<file path="src/rtl/mem_lsu_pkg.sv">
// Shared encodings and helpers for the mem_lsu load/store unit.
package mem_lsu_pkg;

  localparam logic [1:0] SZ_BYTE = 2'b00;
  localparam logic [1:0] SZ_HALF = 2'b01;
  localparam logic [1:0] SZ_WORD = 2'b10;

  typedef enum logic [1:0] {
    ST_IDLE   = 2'd0,
    ST_ACCESS = 2'd1,
    ST_MERGE  = 2'd2,
    ST_RESP   = 2'd3
  } state_t;

  // Size 2'b11 is not a sub-word size, so it falls through to the word path.
  function automatic logic is_subword(input logic [1:0] size);
    return (size == SZ_BYTE) || (size == SZ_HALF);
  endfunction

  function automatic logic is_misaligned(input logic [1:0] size, input logic [1:0] lane);
    return ((size == SZ_HALF) && lane[0]) || (size[1] && (lane != 2'b00));
  endfunction

endpackage

</file>
<file path="src/rtl/mem_lsu_lane.sv">
// Combinational lane logic: load extraction/extension and sub-word store merge.
module lsu_lane
  import mem_lsu_pkg::*;
(
  input  logic [31:0] rd,
  input  logic [1:0]  size,
  input  logic [1:0]  lane,
  input  logic        sign_ext,
  input  logic [31:0] old_word,
  input  logic [31:0] wdata,
  output logic [31:0] rdata,
  output logic [31:0] merged
);

  logic [7:0]  byte_sel;
  logic [15:0] half_sel;

  assign byte_sel = rd[{lane, 3'b000} +: 8];
  assign half_sel = lane[1] ? rd[31:16] : rd[15:0];

  always_comb begin
    rdata = rd;
    case (size)
      SZ_BYTE: rdata = {{24{sign_ext & byte_sel[7]}}, byte_sel};
      SZ_HALF: rdata = {{16{sign_ext & half_sel[15]}}, half_sel};
      default: rdata = rd;
    endcase
  end

  always_comb begin
    merged = old_word;
    case (size)
      SZ_BYTE: merged[{lane, 3'b000} +: 8] = wdata[7:0];
      SZ_HALF: begin
        if (lane[1]) merged[31:16] = wdata[15:0];
        else         merged[15:0]  = wdata[15:0];
      end
      default: merged = wdata;
    endcase
  end

endmodule

</file>
<file path="src/rtl/mem_lsu.sv">
// Load/store unit driving a word-only memory; sub-word stores use read-modify-write.
// Optional MISALIGN_TRAP_EN: misaligned half/word requests return resp_err without touching memory.
module mem_lsu
  import mem_lsu_pkg::*;
#(
  parameter int ADDR_W = 32
) (
  input  logic              clk,
  input  logic              reset,
  input  logic              req_valid,
  output logic              req_ready,
  input  logic              req_we,
  input  logic [1:0]        req_size,
  input  logic              req_signed,
  input  logic [ADDR_W-1:0] req_addr,
  input  logic [31:0]       req_wdata,
  output logic              resp_valid,
  output logic [31:0]       resp_rdata,
  output logic              resp_err,
  output logic              mem_we,
  output logic [ADDR_W-1:0] mem_a,
  output logic [31:0]       mem_wd,
  input  logic [31:0]       mem_rd
);

  state_t            state;
  state_t            next_state;
  logic              accept;
  logic              trap;
  logic              we_q;
  logic [1:0]        size_q;
  logic              sign_q;
  logic [ADDR_W-1:0] addr_q;
  logic [31:0]       wdata_q;
  logic [31:0]       old_q;
  logic [31:0]       rdata_q;
  logic [31:0]       lane_rdata;
  logic [31:0]       lane_merged;
  logic              word_store;

  assign accept     = req_valid && (state == ST_IDLE);
  assign word_store = we_q && !is_subword(size_q);

`ifdef MISALIGN_TRAP_EN
  logic err_q;

  assign trap     = is_misaligned(req_size, req_addr[1:0]);
  assign resp_err = (state == ST_RESP) && err_q;

  always_ff @(posedge clk or posedge reset) begin
    if (reset)       err_q <= 1'b0;
    else if (accept) err_q <= trap;
  end
`else
  assign trap     = 1'b0;
  assign resp_err = 1'b0;
`endif

  always_ff @(posedge clk or posedge reset) begin
    if (reset) state <= ST_IDLE;
    else       state <= next_state;
  end

  always_comb begin
    next_state = state;
    case (state)
      ST_IDLE:   if (accept) next_state = trap ? ST_RESP : ST_ACCESS;
      ST_ACCESS: next_state = (we_q && is_subword(size_q)) ? ST_MERGE : ST_RESP;
      ST_MERGE:  next_state = ST_RESP;
      ST_RESP:   next_state = ST_IDLE;
      default:   next_state = ST_IDLE;
    endcase
  end

  // Request fields are frozen at accept; ACCESS captures both the load result and the RMW old word.
  always_ff @(posedge clk or posedge reset) begin
    if (reset) begin
      we_q    <= 1'b0;
      size_q  <= SZ_BYTE;
      sign_q  <= 1'b0;
      addr_q  <= '0;
      wdata_q <= '0;
      old_q   <= '0;
      rdata_q <= '0;
    end else if (accept) begin
      we_q    <= req_we;
      size_q  <= req_size;
      sign_q  <= req_signed;
      addr_q  <= req_addr;
      wdata_q <= req_wdata;
      rdata_q <= '0;
    end else if (state == ST_ACCESS) begin
      old_q   <= mem_rd;
      rdata_q <= we_q ? 32'd0 : lane_rdata;
    end
  end

  lsu_lane u_lane (
    .rd       (mem_rd),
    .size     (size_q),
    .lane     (addr_q[1:0]),
    .sign_ext (sign_q),
    .old_word (old_q),
    .wdata    (wdata_q),
    .rdata    (lane_rdata),
    .merged   (lane_merged)
  );

  // Reset gates mem_we directly so an aborted RMW can never commit a write.
  always_comb begin
    req_ready  = (state == ST_IDLE);
    resp_valid = (state == ST_RESP);
    resp_rdata = (state == ST_RESP) ? rdata_q : 32'd0;
    mem_we     = 1'b0;
    mem_a      = '0;
    mem_wd     = 32'd0;
    case (state)
      ST_ACCESS: begin
        mem_a  = {addr_q[ADDR_W-1:2], 2'b00};
        mem_we = word_store && !reset;
        mem_wd = word_store ? wdata_q : 32'd0;
      end
      ST_MERGE: begin
        mem_a  = {addr_q[ADDR_W-1:2], 2'b00};
        mem_we = !reset;
        mem_wd = lane_merged;
      end
      default: ;
    endcase
  end

endmodule

</file>
<file path="config.mk">
export PLATFORM = sky130hd
export DESIGN_NAME = mem_lsu
export DESIGN_NICKNAME = d
export VERILOG_FILES = /design/src/rtl/mem_lsu_pkg.sv /design/src/rtl/mem_lsu_lane.sv /design/src/rtl/mem_lsu.sv
export SDC_FILE = /design/constraint.sdc
export NUM_CORES = 1
export LEC_CHECK = 0
export ABC_AREA = 1
export ABC_CLOCK_PERIOD_IN_PS = 10500
export CORE_MARGIN = 1
export CORE_UTILIZATION = 54
export CTS_CLUSTER_DIAMETER = 30
export CTS_CLUSTER_SIZE = 25
export DETAILED_ROUTE_END_ITERATION = 7
export GPL_TIMING_DRIVEN = 0
export HOLD_SLACK_MARGIN = 0.02
export PLACE_DENSITY = 0.84
export SYNTH_ARGS = -nofsm -noshare
export SYNTH_HDL_FRONTEND = slang
export SYNTH_SLANG_ARGS = --single-unit
</file>
<file path="constraint.sdc">
create_clock -name clk -period 10.5 [get_ports clk]
set_input_delay 2.1 -clock clk [delete_from_list [all_inputs] [get_ports clk]]
set_output_delay 2.1 -clock clk [all_outputs]
set_load 0.01 [all_outputs]
</file>
==> out/qor.yml <==
critPathBufInv: 4
power.switching_mw: 1.64
critPathMaxStageDelay_ps: 680
ys_seq_area_share_pct: 42.4
rsz0062_at_grt: "false"
antenna_left: 0
min_path_cells: 2
mostFrequentLayoutCells: "507 x nand2_1, 199 x clkdlybuf4s50_1, 134 x dfrtp_1"
dr.first_iter.drc_count: 898
period_minus_slack_ps: 6080
fin_setup_tns_ps: 0
holdPathEnd: "addr_q[9]"
area_delta_synth_final_pct: 36.2
synthTopCellsByArea: "dfrtp_1 42%, nand2_1 24%, a21oi_1 7.0%"
fin_cells: 1593
critPathTopFamily: "buffers and inverters"
clock_latency_ps: 430
fin_nets: 1513
async_flop_share_pct: 100
htreeDepth: 4
outcome: "finished clean"
remaining_drc_errors: 0
syn_area_mm2: 0.00791
synth.distinct_cells: 32
grtUsageTotal_pct: 39.3
rows: 43
firstDrtPassIters: 7
synth_top_area_share_pct: 42.4
grt_overflow: 0
p_comb_share_pct: 54.3
crit_top_cell: "nand2_1"
finalHoldViolations: 0
min_path_type: "register to register"
finClkSkew_ps: 9.40
timing.rr.start: "state[0]"
seqPwrFrac_pct: 27.8
maxCapViolCount: 0
ir_drop_uv: 178
critPathCaptureType: "primary output"
r2r_slack_ps: 8190
cp.arrival_ps: 3980
io_pins: 203
synth_seq_cells: 134
placed_area_mm2: 0.0102
avgSynthCellArea_um2: 6.70
cts_buffers: 17
ctsResizeCount: 0
worstSetupPathType: "register to primary output"
powerDensity_mw_per_mm2: 320
cts_tree: "done"
io_buffers: 199
leakage_nw: 5.45
wl_um: 28700
antenna_found_initial: 0
cts_hold_buf: 0
clock_sinks: 134
synth_top_area_cell: "dfrtp_1"
critPathMaxFanout: 12
place_inst: 1562
coreArea_mm2: 0.0141
viasPerCell: 5.56
max_freq_mhz: 165
worstHoldStart: "addr_q[9]"
switching_share_pct: 47.7
grt_pass1_vias: 8641
cp.required_ps: 8400
finalInstanceArea_mm2: 0.0108
worstPathCellList: "inv_1, buf_2, clkbuf_1, ha_1, nor3_1, nand2_1, nand2_1, nand3_1, a21oi_1, clkdlybuf4s50_1"
die_w_um: 123
grt_pass1_wl_um: 44300
clk_path_buf_depth: 2
drive_gt1_share_pct: 5.52
route.detailed.wl_per_inst_um: 18.0
setup_viol: 0
dpl.hpwl_um: 21000
final_common_cell: "nand2_1"
cpMaxStageDelayCell: "nor3_1"
clk_pin_slew_ps: 60
slew_violations: 0
antenna_cells: 0
synth_cells: 1180
p_int_mw: 1.80
r2r_end: "addr_q[2]"
synthFlopType: "dfrtp_1"
fin_crit_sh_pct: 57.9
p_clk_share_pct: 17.9
worst_pin_slew_ps: 799
ys_warn_count: 0
postCtsSetupRepairBufs: 0
dieHeight_um: 123
grt_max_degree: 78
dieArea_mm2: 0.0151
vias: 8860
start_util_pct: 56.1
start_kind: "register"
relSlewSlack_pct: 46.3
synth_edf_count: 0
r2r_cells: 8
place_congestion: 0.985
cts_root_buf: "clkbuf_16"
critical_path.startpoint: "addr_q[1]"
## Yosys cell counts, types with 2 or more instances
cell type / instances
nand2_4: 2
nand2_2: 5
clkinv_1: 3
buf_4: 6
o21ai_0: 91
nor3_1: 3
o21ai_2: 10
nor2_1: 40
buf_2: 7
ha_1: 9
nor2_2: 2
a21oi_1: 111
buf_1: 3
inv_2: 2
dfrtp_1: 134
nand4_1: 4
inv_1: 121
nand3_1: 41
a22o_1: 6
nand2_1: 507
or2_2: 6
clkbuf_1: 50
o211ai_1: 8
## power by group through the flow
stage	registers [mW]	logic, mW	clock network, mW
4_1_cts	0.945	1.84	0.615
2_1_floorplan	0.873	1.12	0
3_3_place_gp	0.939	1.78	0
6_report	0.959	1.87	0.616
3_5_place_dp	0.944	1.81	0
5_1_grt	0.977	2.05	0.640
## metal layers
layer / up-vias / share of wire (%) / global-route usage (%)
li1: 4131 / - / -
met4: 0 / 3.7 / 17.8
met2: 543 / 47 / 62.3
met3: 90 / 11 / 12.7
met1: 4096 / 39 / 48.9
met5: - / 0 / 0
## per-stage QoR
step                power (mW)  hold slack [ps]  util, %  setup WS, ps
global route              3.67              494     76.4          4150
global placement          2.72              460     71.9          2950
CTS                       3.40              482     76.4          4470
detailed placement        2.76              465     72.1          4930
finish                    3.44              481     76.4          4420
floorplan                 2.00              444        -          4820
## state kept, by name, indices dropped and copies added (netlist names)
| name | count |
|---|---|
| addr_q | 32 |
| old_q | 32 |
| rdata_q | 32 |
| wdata_q | 32 |
| size_q | 2 |
| state | 2 |
| sign_q | 1 |
| we_q | 1 |
## worst reg2reg max path, cell delays in order (launching register included)
cell	delay, ps
dfrtp_1	430
inv_1	120
ha_1	200
nand2_1	100
inv_2	160
clkbuf_1	580
buf_1	430
nand2_1	150
nand2_1	100
## worst max path at each step
| stage | to | slack (ps) | cells after the start |
|---|---|---|---|
| after global placement | wdata_q[21] | 2950 | 2 |
| after CTS | mem_wd[24] | 4470 | 10 |
| after global routing | mem_wd[30] | 4150 | 10 |
| final | mem_wd[24] | 4420 | 10 |
| after floorplan | addr_q[0] | 4820 | 1 |
| after detailed placement | mem_wd[30] | 4930 | 10 |
## cell type report
| type | count | area [µm²] |
|---|---|---|
| Buffer | 67 | 290 |
| Clock buffer | 17 | 425 |
| Clock inverter | 14 | 179 |
| Fill cell | 1105 | 3330 |
| Inverter | 128 | 489 |
| Multi-Input combinational cell | 853 | 3790 |
| Sequential cell | 134 | 3350 |
| Tap cell | 180 | 225 |
| Timing Repair Buffer | 200 | 2020 |
## cells by family after synthesis
logic type	Yosys count	share of synthesized area (%)
buffers and inverters	195	9.79
AND/OR/NAND/NOR	612	30.8
adder cells (fa/ha/maj)	9	1.42
flip-flops	134	42.4
AO/OA/AOI/OAI	229	15.6
other	1	0.0474
Note: power is estimated with default switching activity, not from simulation.
